### src/rtl/piso_ctrl_pkg.sv
// Shared constants for the PE-array PISO unloader sequencer: default array
// geometry, FSM state encoding and the per-beat status carried down the
// valid delay line.
package piso_ctrl_pkg;

   // Default array geometry (lanes, SRL depth, datapath width).
   localparam int DEF_PE_NUM  = 8;
   localparam int DEF_REG_NUM = 4;
   localparam int DATA_WIDTH  = 16;

   // FSM state encoding, kept as plain constants so legacy tools and
   // waveform scripts that decode the raw 2-bit value keep working.
   localparam logic [1:0] ST_IDLE  = 2'd0;
   localparam logic [1:0] ST_LOAD  = 2'd1;
   localparam logic [1:0] ST_DRAIN = 2'd2;

   // Status that travels alongside the serial data through the SRL latency.
   typedef struct packed {
      logic active;
      logic last_beat;
   } vld_t;

   // Number of clock cycles one batch occupies the serial output.
   function automatic int batch_len(input int pe_num, input int depth);
      return pe_num * depth;
   endfunction

   // Counter width able to hold 0..beats-1 (at least one bit).
   function automatic int cnt_width(input int beats);
      return (beats > 1) ? $clog2(beats) : 1;
   endfunction

endpackage

### src/rtl/piso_ctrl_vld_delay.sv
// Fixed-latency delay line for the {active, last_beat} status pair. Its
// depth equals the SRL depth so the status lines up with the serial words
// leaving the unloader. No enable: the SRLs shift every cycle.
module vld_delay
   import piso_ctrl_pkg::*;
#(
   parameter int DEPTH = DEF_REG_NUM
) (
   input  logic       clk,
   input  logic       clr_n,
   input  logic [1:0] din,
   output logic [1:0] dout,
   output logic       any_set
);

   logic [1:0]       stage_reg [DEPTH];
   logic [DEPTH-1:0] occ;

   // Shift the status pair one stage per cycle; clear drops everything in flight.
   always_ff @(posedge clk) begin
      if (!clr_n) begin
         for (int i = 0; i < DEPTH; i++) begin
            stage_reg[i] <= '0;
         end
      end else begin
         stage_reg[0] <= din;
         for (int i = 1; i < DEPTH; i++) begin
            stage_reg[i] <= stage_reg[i-1];
         end
      end
   end

   // Collect the active bit of every stage so busy covers words in flight.
   genvar gi;
   generate
      for (gi = 0; gi < DEPTH; gi++) begin : g_occ
         assign occ[gi] = stage_reg[gi][1];
      end
   endgenerate

   assign dout    = stage_reg[DEPTH-1];
   assign any_set = |occ;

endmodule

### src/rtl/piso_ctrl.sv
// Sequencer for the PE-array parallel-in/serial-out unloader. Accepts
// batches of SRL_DEPTH parallel vectors, drives the unloader load strobe,
// and produces serial valid/last markers aligned to the SRL output.
module piso_ctrl
   import piso_ctrl_pkg::*;
#(
   parameter int PE_NUM    = DEF_PE_NUM,
   parameter int SRL_DEPTH = DEF_REG_NUM
) (
   input  logic clk,
   input  logic rst_n,
   input  logic in_valid,
   output logic in_ready,
   input  logic out_ready,
   output logic load,
   output logic out_valid,
   output logic out_last,
   output logic busy,
   output logic err
);

   // Beat counter geometry is derived from the array size, never overridden.
   localparam int PERIOD = batch_len(PE_NUM, SRL_DEPTH);
   localparam int CNT_W  = cnt_width(PERIOD);

   localparam logic [CNT_W-1:0] LAST_LOAD = CNT_W'(SRL_DEPTH - 1);
   localparam logic [CNT_W-1:0] LAST_BEAT = CNT_W'(PERIOD - 1);

   logic [1:0]       state_reg, state_next;
   logic [CNT_W-1:0] cnt_reg, cnt_next;
   logic             err_reg, err_next;

   logic fire_idle;
   logic load_i;
   logic active;
   logic last_beat;
   vld_t tap_in;
   vld_t tap_out;
   logic tap_any;

   // Strobe and activity decode. The idle-to-load cycle is combinational so
   // the first vector is taken with no bubble and counts as beat 0. Nothing
   // is loaded or marked active while reset is held.
   always_comb begin
      fire_idle = rst_n && (state_reg == ST_IDLE) && in_valid && out_ready;
      load_i    = fire_idle || (rst_n && (state_reg == ST_LOAD));
      active    = fire_idle ||
                  (rst_n && ((state_reg == ST_LOAD) || (state_reg == ST_DRAIN)));
      last_beat = active && (cnt_reg == LAST_BEAT);
   end

   // Next-state and counter. Each active cycle advances the beat count; the
   // final beat either chains straight into the next batch (credit and data
   // present) or returns to idle. An illegal encoding falls back to idle.
   always_comb begin
      state_next = state_reg;
      cnt_next   = cnt_reg;
      if (active) begin
         if (cnt_reg == LAST_BEAT) begin
            cnt_next   = '0;
            state_next = (in_valid && out_ready) ? ST_LOAD : ST_IDLE;
         end else begin
            cnt_next   = cnt_reg + CNT_W'(1);
            state_next = (cnt_reg >= LAST_LOAD) ? ST_DRAIN : ST_LOAD;
         end
      end else if ((state_reg != ST_IDLE) && (state_reg != ST_LOAD) &&
                   (state_reg != ST_DRAIN)) begin
         state_next = ST_IDLE;
         cnt_next   = '0;
      end
   end

   // Underrun: a strobe with no vector behind it. The SRLs cannot stall, so
   // the batch runs on and the fault is latched until reset.
   always_comb begin
      err_next = err_reg || (load_i && !in_valid);
   end

   // State, count and sticky error registers.
   always_ff @(posedge clk) begin
      if (!rst_n) begin
         state_reg <= ST_IDLE;
         cnt_reg   <= '0;
         err_reg   <= 1'b0;
      end else begin
         state_reg <= state_next;
         cnt_reg   <= cnt_next;
         err_reg   <= err_next;
      end
   end

   assign tap_in.active    = active;
   assign tap_in.last_beat = last_beat;

   // Status rides a delay line as deep as the SRLs so it meets the words.
   vld_delay #(
      .DEPTH (SRL_DEPTH)
   ) u_vld_delay (
      .clk     (clk),
      .clr_n   (rst_n),
      .din     (tap_in),
      .dout    (tap_out),
      .any_set (tap_any)
   );

   assign load      = load_i;
   assign in_ready  = load_i;
   assign out_valid = tap_out.active;
   assign out_last  = tap_out.last_beat;
   assign busy      = active || tap_any;
   assign err       = err_reg;

endmodule
### config.mk
export PLATFORM = sky130hd
export DESIGN_NAME = piso_ctrl
export DESIGN_NICKNAME = d
export VERILOG_FILES = /design/src/rtl/piso_ctrl_pkg.sv /design/src/rtl/piso_ctrl_vld_delay.sv /design/src/rtl/piso_ctrl.sv
export SDC_FILE = /design/constraint.sdc
export NUM_CORES = 1
export LEC_CHECK = 0
export ABC_AREA = 0
export BUFFER_PORTS_ARGS = -buffer_cell sky130_fd_sc_hd__clkbuf_2
export CORE_MARGIN = 2
export CORE_UTILIZATION = 40
export CTS_BUF_LIST = sky130_fd_sc_hd__clkbuf_8
export CTS_CLUSTER_DIAMETER = 200
export DETAILED_ROUTE_END_ITERATION = 12
export HOLD_SLACK_MARGIN = 0.12
export PLACE_DENSITY_LB_ADDON = 0.12
export REMOVE_ABC_BUFFERS = 1
export SYNTH_ARGS = -nofsm -noshare
export SYNTH_HDL_FRONTEND = slang
export SYNTH_SLANG_ARGS = --single-unit
### constraint.sdc
create_clock -name clk -period 3.4 [get_ports clk]
set_input_delay 0.51 -clock clk [delete_from_list [all_inputs] [get_ports clk]]
set_output_delay 0.51 -clock clk [all_outputs]
set_load 0.1 [all_outputs]
== Yosys cells after proc, flatten, opt, wreduce, memory -nomap -nowiden ==
Memory sizes are Yosys's and may differ from the RTL's.
Index checks and enable logic that the tools add are counted.
Word-level totals
  register bits: 8
  RAM bits: 8
  output and inout bits: 6
  memories kept: 1
Cells by class
  add/subtract/negate cells: 1
  order comparisons: 1
  equality and inequality tests: 5
  mux-type cells: 14
  bitwise logic cells: 4
  reductions and logical operators: 20
Memories
  u_vld_delay.stage_reg: depth 4, bits a word 2, rd ports 4, clocked after Yosys merged registers in 0, write ports 4, RTL line piso_ctrl_vld_delay.sv:16  | logic [1:0] stage_reg [DEPTH];
Operators with widths (count)
  $mux 2: 8
  $mux 5: 3
  $logic_and 1x1->1: 10
  $add 5x1->5 const B: 1
  $eq 5x5->1 const B: 1
  $ge 5x2->1 const B: 1
  $logic_or 1x1->1: 5
  $or 1x1->1: 4
  $reduce_bool 2->1: 2
  $reduce_or 4->1: 1
  $mux 1: 3
  $eq 2x1->1 const B: 1
  $eq 2x2->1 const B: 1
  $logic_not 2->1: 1
  $ne 2x1->1 const B: 1
  $ne 2x2->1 const B: 1
  $logic_not 1->1: 1

== Depth between registers and ports, before layout ==
Gate-level depths: netlist (run 1).
  depth after elaboration: 7
  depth in mapped cells: 6

== Cells and area by module ==
A second synthesis (run 1) with hierarchy kept.
Second synthesis, totals
  cells, all modules: 75
  area total of the unflattened synthesis: 740.7 µm²
Modules (own cells, without submodules)
  piso_ctrl: times used 1, cells each 57, area an instance 515.5 µm², seq. area each 160.2 µm²
  vld_delay: times used 1, cells each 18, area an instance 225.2 µm², seq. area each 160.2 µm²

== Least setup slack after synthesis (run 1) ==
OpenSTA, ideal clock, no wires.
  kind: register to output
  start point: reg state_reg[1]
  end point: out load
  arrival time: 2.441 ns
  required time: 2.890 ns
  slack: 0.449 ns
  cell stages (with the launch flop): 6
  path buffers: 1
  cell sequence: dfxtp_1 > inv_1 > ha_1 > a31oi_1 > nor2_1 > buf_4
On the way
  cells in the longest elaborated chain, start to end: 5
  elaborated cells on any way between the ends: 7
  classes of those cells: 1 x eq/ne; 6 x reduce/logical
RTL lines
  from (decl): RTL line piso_ctrl.sv:29  | logic [1:0] state_reg, state_next;
  from (signal assigned): RTL line piso_ctrl.sv:86  | state_reg <= state_next;
  $logic_not 2->1: RTL line piso_ctrl.sv:45  | fire_idle = rst_n && (state_reg == ST_IDLE) && in_valid && out_ready;
  $logic_and 1x1->1 (3 in series): RTL line piso_ctrl.sv:45
  $logic_or 1x1->1 (*): RTL line piso_ctrl.sv:46  | load_i = fire_idle || (rst_n && (state_reg == ST_LOAD));
  to (decl): RTL line piso_ctrl.sv:15  | output logic load,
Mark *: on every way between the ends. The rest lies on a longest branch, timed or not.

== Worst setup path after layout (run 1) ==
  start point: reg state_reg[0]
  end point: out busy
On the way
  cells in the longest elaborated chain, start to end: 6
  elaborated cells on any way between the ends: 10
  classes of those cells: 2 x eq/ne; 8 x reduce/logical
RTL lines
  $logic_not 2->1: RTL line piso_ctrl.sv:45
  $logic_and 1x1->1 (3 in series): RTL line piso_ctrl.sv:45
  $logic_or 1x1->1 (*): RTL line piso_ctrl.sv:47  | active = fire_idle ||
  $logic_or 1x1->1 (*): RTL line piso_ctrl.sv:110  | assign busy = active || tap_any;
  to (decl): RTL line piso_ctrl.sv:18  | output logic busy,
Marks and branches as above.

==> metrics.txt, run 1 <==
Synthesis Warnings 0; later-pin clock latency in the skew report 0.25 ns; dominant combinational cell family by area after synthesis simple AND/OR/NAND/NOR gates; vias 545; port bufs 9; mux contribution to synthesized area 0; Compound-Gate Fraction of Synth Area 0.167; main flop type after synthesis dfxtp_1; Post-Synth Adder-Cell Area 0.0899; Residual DRC 0; Min-Delay Path Class reg2reg; arrival time of the worst setup path 1.83 ns; clk buf depth 2; Simple-Gate Fraction of Synth Area 0.216; Sw Ratio 0.421; Crit Path Category reg2out; fin crit period 2.34 ns; H-tree levels 1; combinational share of power 0.387; Clk pwr share 0.258; Reg clk slew, reported paths 0.06 ns; worst hold slack 0.432 ns; XOR/XNOR share of the synthesized area 0.0126; Post-synth EDFFs 0; Diodes inserted 0; GPL Wtd Cong 0.796; Worst path slowest cell dfxtp_1; most frequent cells in the layout dfxtp_1, clkbuf_2, inv_1, and2_1; Tcrit/Tclk final 0.689; wire per inst 11.9 um; Post-DRT Antenna Nets 0; I/O pins 10; crit path cell chain inv_1, ha_1, a31o_4, nand2_1, nand2_1, clkbuf_2; Initial Util 0.412; P_int 0.000379 W; CTS resizes 0; status finished clean; P_sw 0.000275 W; core footprint 1690 um^2; Post-Synthesis Cells 74; Layout area overhead 15.8%; fmax 427 MHz; 1st-iter DRT viols 1; sequential share of power 0.355; die width 45.7 um; RSZ-0062 raised after global routing no; final setup vio count 0; CP max stage delay 0.38 ns; vias in the first global route 447; share of cells above drive strength 1 0.188; final wirelength 1210 um; total power 0.000654 W; Via density 5.34; P_leak 0.359 nW; overflow left after global routing 0; Post-CTS Setup Inserts 0; Max-slew headroom 0.641; asr flop ratio synth 0; post-synthesis sequential area ratio 0.460; total track usage 0.130; # nets final 95; first-pass GRT wire length 1870 um; Pwr Density 812 nW/um^2; Final Hold Viols 0; die area 2090 um^2; Worst Max-Slew Pin Slew 0.542 ns; max reg flops 8; DP Wirelength 895 um; cts hold-fix bufs 0; Core Rows 15; Mapped Area 696 um^2; most common cell after layout, fill and taps aside dfxtp_1; Critical Path RT 2.89 ns; drt first pass iters 2; largest net degree at the start of global routing 15; worst path buffer plus inverter count 2; CP max FO 9; max-cap viol count 0; Die H 45.7 um; Crit path top cell by count nand2_1; number of distinct library cells after synthesis 28; Setup Skew 0.00602 ns; average instance area after synthesis 9.40 um^2; FF+latch count, synth 16; initial antenna violation count 0; Root Buffer clkbuf_8; total CTS buffers 3; Filler cells 168; Worst VDD drop 0.627 mV; clk sinks 16; Crit path max-delay family buffers and inverters; CTS tree built; final slew viol count 0; critical path endpoint category primary output; Setup crit start kind register
-- path summary, 6_finish.rpt --
| path | start | to | slack [ns] | depth (start not counted) |
|---|---|---|---|---|
| setup / recovery | state_reg[0]$_SDFFE_PN0P_ | busy | 1.06 | 6 |
| hold / removal | u_vld_delay.stage_reg[0][4]$_SDFF_PN0_ | u_vld_delay.stage_reg[0][6]$_SDFF_PN0_ | 0.43 | 1 |
| setup reg to reg | state_reg[0]$_SDFFE_PN0P_ | cnt_reg[2]$_SDFFE_PN0P_ | 1.78 | 5 |
| hold reg to reg | u_vld_delay.stage_reg[0][4]$_SDFF_PN0_ | u_vld_delay.stage_reg[0][6]$_SDFF_PN0_ | 0.43 | 1 |
-- power by group through the flow --
stage | sequential, W | clock [W] | combinational (W)
4_1_cts | 0.000232 | 0.000173 | 0.000253
3_5_place_dp | 0.000236 | 0 | 0.000253
3_3_place_gp | 0.000235 | 0 | 0.000252
2_1_floorplan | 0.000253 | 0 | 0.000194
5_1_grt | 0.000235 | 0.000185 | 0.000266
6_report | 0.000232 | 0.000169 | 0.000253
-- synth_stat cells, types with 2 or more instances --
| master | number | area, um^2 |
|---|---|---|
| dfxtp_1 | 16 | 320 |
| nor2_1 | 2 | 7.51 |
| a31oi_1 | 2 | 12.5 |
| nand2_1 | 5 | 18.8 |
| o21ai_0 | 4 | 20.0 |
| and2_1 | 6 | 37.5 |
| nor2b_1 | 3 | 18.8 |
| nor4_1 | 2 | 12.5 |
| ha_1 | 5 | 62.6 |
| inv_1 | 6 | 22.5 |
| a21oi_1 | 3 | 15.0 |
| nand3_1 | 3 | 15.0 |
| or4_1 | 2 | 15.0 |
-- stage by stage --
step | util | instances | TNS [ns] | setup WS, ns | cell area, um^2
floorplan | - | 72 | -0.487 | -0.243 | 684
global placement | 0.444 | 98 | 0 | 1.37 | 751
detailed placement | 0.444 | 98 | 0 | 1.33 | 751
CTS | 0.477 | 102 | 0 | 1.05 | 806
global route | 0.477 | 102 | 0 | 0.971 | 806
finish | 0.477 | 102 | 0 | 1.06 | 806
-- area by class of cell --
| class | count | area (um^2) | area share |
|---|---|---|---|
| clock buffers | 4 | 55.1 | 0.0683 |
| inverters | 7 | 26.3 | 0.0326 |
| multi-input cells | 49 | 338 | 0.419 |
| well taps | 17 | 21.3 | 0.0264 |
| flip-flops and latches | 16 | 320 | 0.398 |
| repair buffers | 9 | 45.0 | 0.0559 |
-- worst register-to-register path: cells and delay by family (launching register included) --
| family | cells | cell delay [ns] |
|---|---|---|
| simple gates | 1 | 0.39 |
| flops | 1 | 0.38 |
| compound gates | 2 | 0.35 |
| fa+ha+maj | 1 | 0.34 |
| buf+inv | 1 | 0.06 |
-- per-layer routing --
| layer | global-route usage | share of wire | up-vias |
|---|---|---|---|
| li1 | - | - | 286 |
| met4 | 0.0514 | 0.016 | 0 |
| met5 | 0 | 0 | - |
| met2 | 0.200 | 0.42 | 12 |
| met3 | 0.0714 | 0.057 | 3 |
| met1 | 0.151 | 0.51 | 244 |
-- cell families (layout without fill, tap and decap cells) --
group | Yosys count | after routing
buf+inv | 9 | 20
compound gates | 16 | 16
xor+xnor | 1 | 1
flops | 16 | 16
fa+ha+maj | 5 | 5
simple gates | 27 | 27
Power figures use the tool's default switching activity.
==> run 2, diff against run 1 <==
- clock period: 3.4 -> 2.2 ns (I/O delays scaled with it)
==> run 2 against run 1 <==
Effect of this change: final area grew 0.31%; critical path depth is the same; clock power grew 54%; wire length is the same; register-to-register slack lost 1.2 ns; setup slack lost 0.93 ns; power grew 55%.
==> metrics.txt, run 2 (synthesis results as in run 1) <==
status finished clean (unchanged); DP Wirelength 895 um (unchanged); Clk pwr share 0.257 (was 0.258); # nets final 95 (unchanged); Sw Ratio 0.419 (was 0.421); fmax 481 MHz; max reg flops 8 (unchanged); Via density 5.36 (was 5.34); first-pass GRT wire length 1870 um (unchanged); clk sinks 16 (unchanged); wire per inst 11.9 um (unchanged); combinational share of power 0.390 (was 0.387); Worst Hold Path Cells 4 (was 1); Min-Delay Path Class in2reg (was reg2reg); Diodes inserted 0 (unchanged); largest net degree at the start of global routing 15 (unchanged); M1 wire length 604 um (was 611 um); final wirelength 1210 um (unchanged); Tcrit/Tclk final 0.944; final slew viol count 0 (unchanged); DP Area 751 um^2 (unchanged); share of cells above drive strength 1 0.188 (unchanged); P_sw 0.000425 W (was 0.000275 W); I/O pins 10 (unchanged); Layout area overhead 16.2% (was 15.8%); slack of the worst reg-to-reg path 0.58 ns (was 1.78 ns); Max-slew headroom 0.641 (unchanged); Critical Path RT 1.87 ns (was 2.89 ns); H-tree levels 1 (unchanged); final core utilization 0.479 (was 0.477); most common cell after layout, fill and taps aside dfxtp_1 (unchanged); Reg clk slew, reported paths 0.06 ns (about the same); overflow left after global routing 0 (unchanged); max layer used met4 (unchanged); initial antenna violation count 0 (unchanged); port bufs 9 (unchanged); total power 0.00102 W (was 0.000654 W); final setup vio count 0 (unchanged); critical path endpoint category primary output (unchanged); Post-DRT Antenna Nets 0 (unchanged); fin crit period 2.08 ns; Placement Setup Slack 0.312 ns (was 1.33 ns); Worst Reg2Reg Path Length in Cells 5 (unchanged); clk buf depth 2 (unchanged); RSZ-0062 raised after global routing no (unchanged); Crit Path Category reg2out (unchanged); Core Rows 15 (unchanged); Filler cells 169 (was 168); Setup Skew 0.00631 ns (was 0.00602 ns); 1st-iter DRT viols 1 (unchanged); total CTS buffers 3 (unchanged); Final Hold Viols 0 (unchanged); Post-CTS Setup Inserts 0 (unchanged); vias in the first global route 447 (unchanged); Worst Max-Slew Pin Slew 0.542 ns (about the same); core footprint 1690 um^2 (unchanged); PnR worst setup slack 0.123 ns (was 1.06 ns); CP max FO 9 (unchanged); Detail Route met3 WL 69 um (unchanged); sequential share of power 0.353 (was 0.355); Die H 45.7 um (unchanged); post-route cell area 808 um^2 (was 806 um^2); Initial Util 0.412 (unchanged); Root Buffer clkbuf_8 (unchanged); later-pin clock latency in the skew report 0.25 ns (about the same); GPL Wtd Cong 0.796 (unchanged); FF+latch area 320 um^2 (unchanged); P_leak 0.359 nW (about the same); die area 2090 um^2 (unchanged); drt first pass iters 2 (unchanged); routed wl met2 517 um (was 509 um); die width 45.7 um (unchanged); vias 547 (was 545); Residual DRC 0 (unchanged); Pwr Density 1260 nW/um^2 (was 812 nW/um^2); max-cap viol count 0 (unchanged); most frequent cells in the layout dfxtp_1, clkbuf_2, inv_1, and2_1 (unchanged); arrival time of the worst setup path 1.75 ns (was 1.83 ns); Worst VDD drop 0.970 mV (was 0.627 mV); P_int 0.000590 W (was 0.000379 W); total track usage 0.130 (unchanged); CTS tree built (unchanged); Setup crit start kind register (unchanged); Multi-input gate area 338 um^2 (unchanged)
==> run 2: metrics by stage <==
stage	setup TNS, ns	std cells	hold WS (ns)
after floorplan	-2.53	72	0.412
final	0	102	0.410
after global routing	0	102	0.435
after detailed placement	0	98	0.420
after global placement	0	98	0.413
after CTS	0	102	0.410
==> run 2: routing by layer <==
metal	vias to the layer above	global-route usage
met3	3	0.0714
met4	0	0.0514
li1	286	-
met1	246	0.151
met2	12	0.200
met5	-	0
==> run 2: power by group through the flow <==
stage                     Combinational (W)  Clock, W  Sequential (W)
after CTS                          0.000392  0.000267        0.000359
final                              0.000396  0.000261        0.000359
after global placement             0.000390         0        0.000364
after global routing               0.000416  0.000285        0.000363
after floorplan                    0.000300         0        0.000391
after detailed placement           0.000391         0        0.000364
==> run 2: final cells by class <==
| cell class | count | area share |
|---|---|---|
| flip-flops and latches | 16 | 0.396 |
| clock buffers | 4 | 0.0681 |
| well taps | 17 | 0.0263 |
| inverters | 7 | 0.0325 |
| multi-input cells | 49 | 0.418 |
| repair buffers | 9 | 0.0588 |
==> run 2: worst max-delay path, stage by stage (launching register included) <==
cell and delay [ns]:
dfxtp_1 0.38, inv_1 0.06, ha_1 0.34, a31o_4 0.25, nand2_1 0.12, nand2_1 0.06, clkbuf_4 0.28
==> run 2: final timing paths <==
kind | from | end
hold reg to reg | u_vld_delay.stage_reg[0][4]$_SDFF_PN0_ | u_vld_delay.stage_reg[0][6]$_SDFF_PN0_
setup reg to reg | state_reg[0]$_SDFFE_PN0P_ | cnt_reg[2]$_SDFFE_PN0P_
hold / removal | in_valid | err$_SDFF_PN0_
setup / recovery | state_reg[0]$_SDFFE_PN0P_ | busy
==> run 2: repair_timing <==
| item | in CTS | in global routing |
|---|---|---|
| endpoints found under the setup margin | 0 | 1 |
| gates resized for setup | 0 | 2 |
| hold buffers | 0 | 0 |
| endpoints found under the hold margin | 0 | 0 |
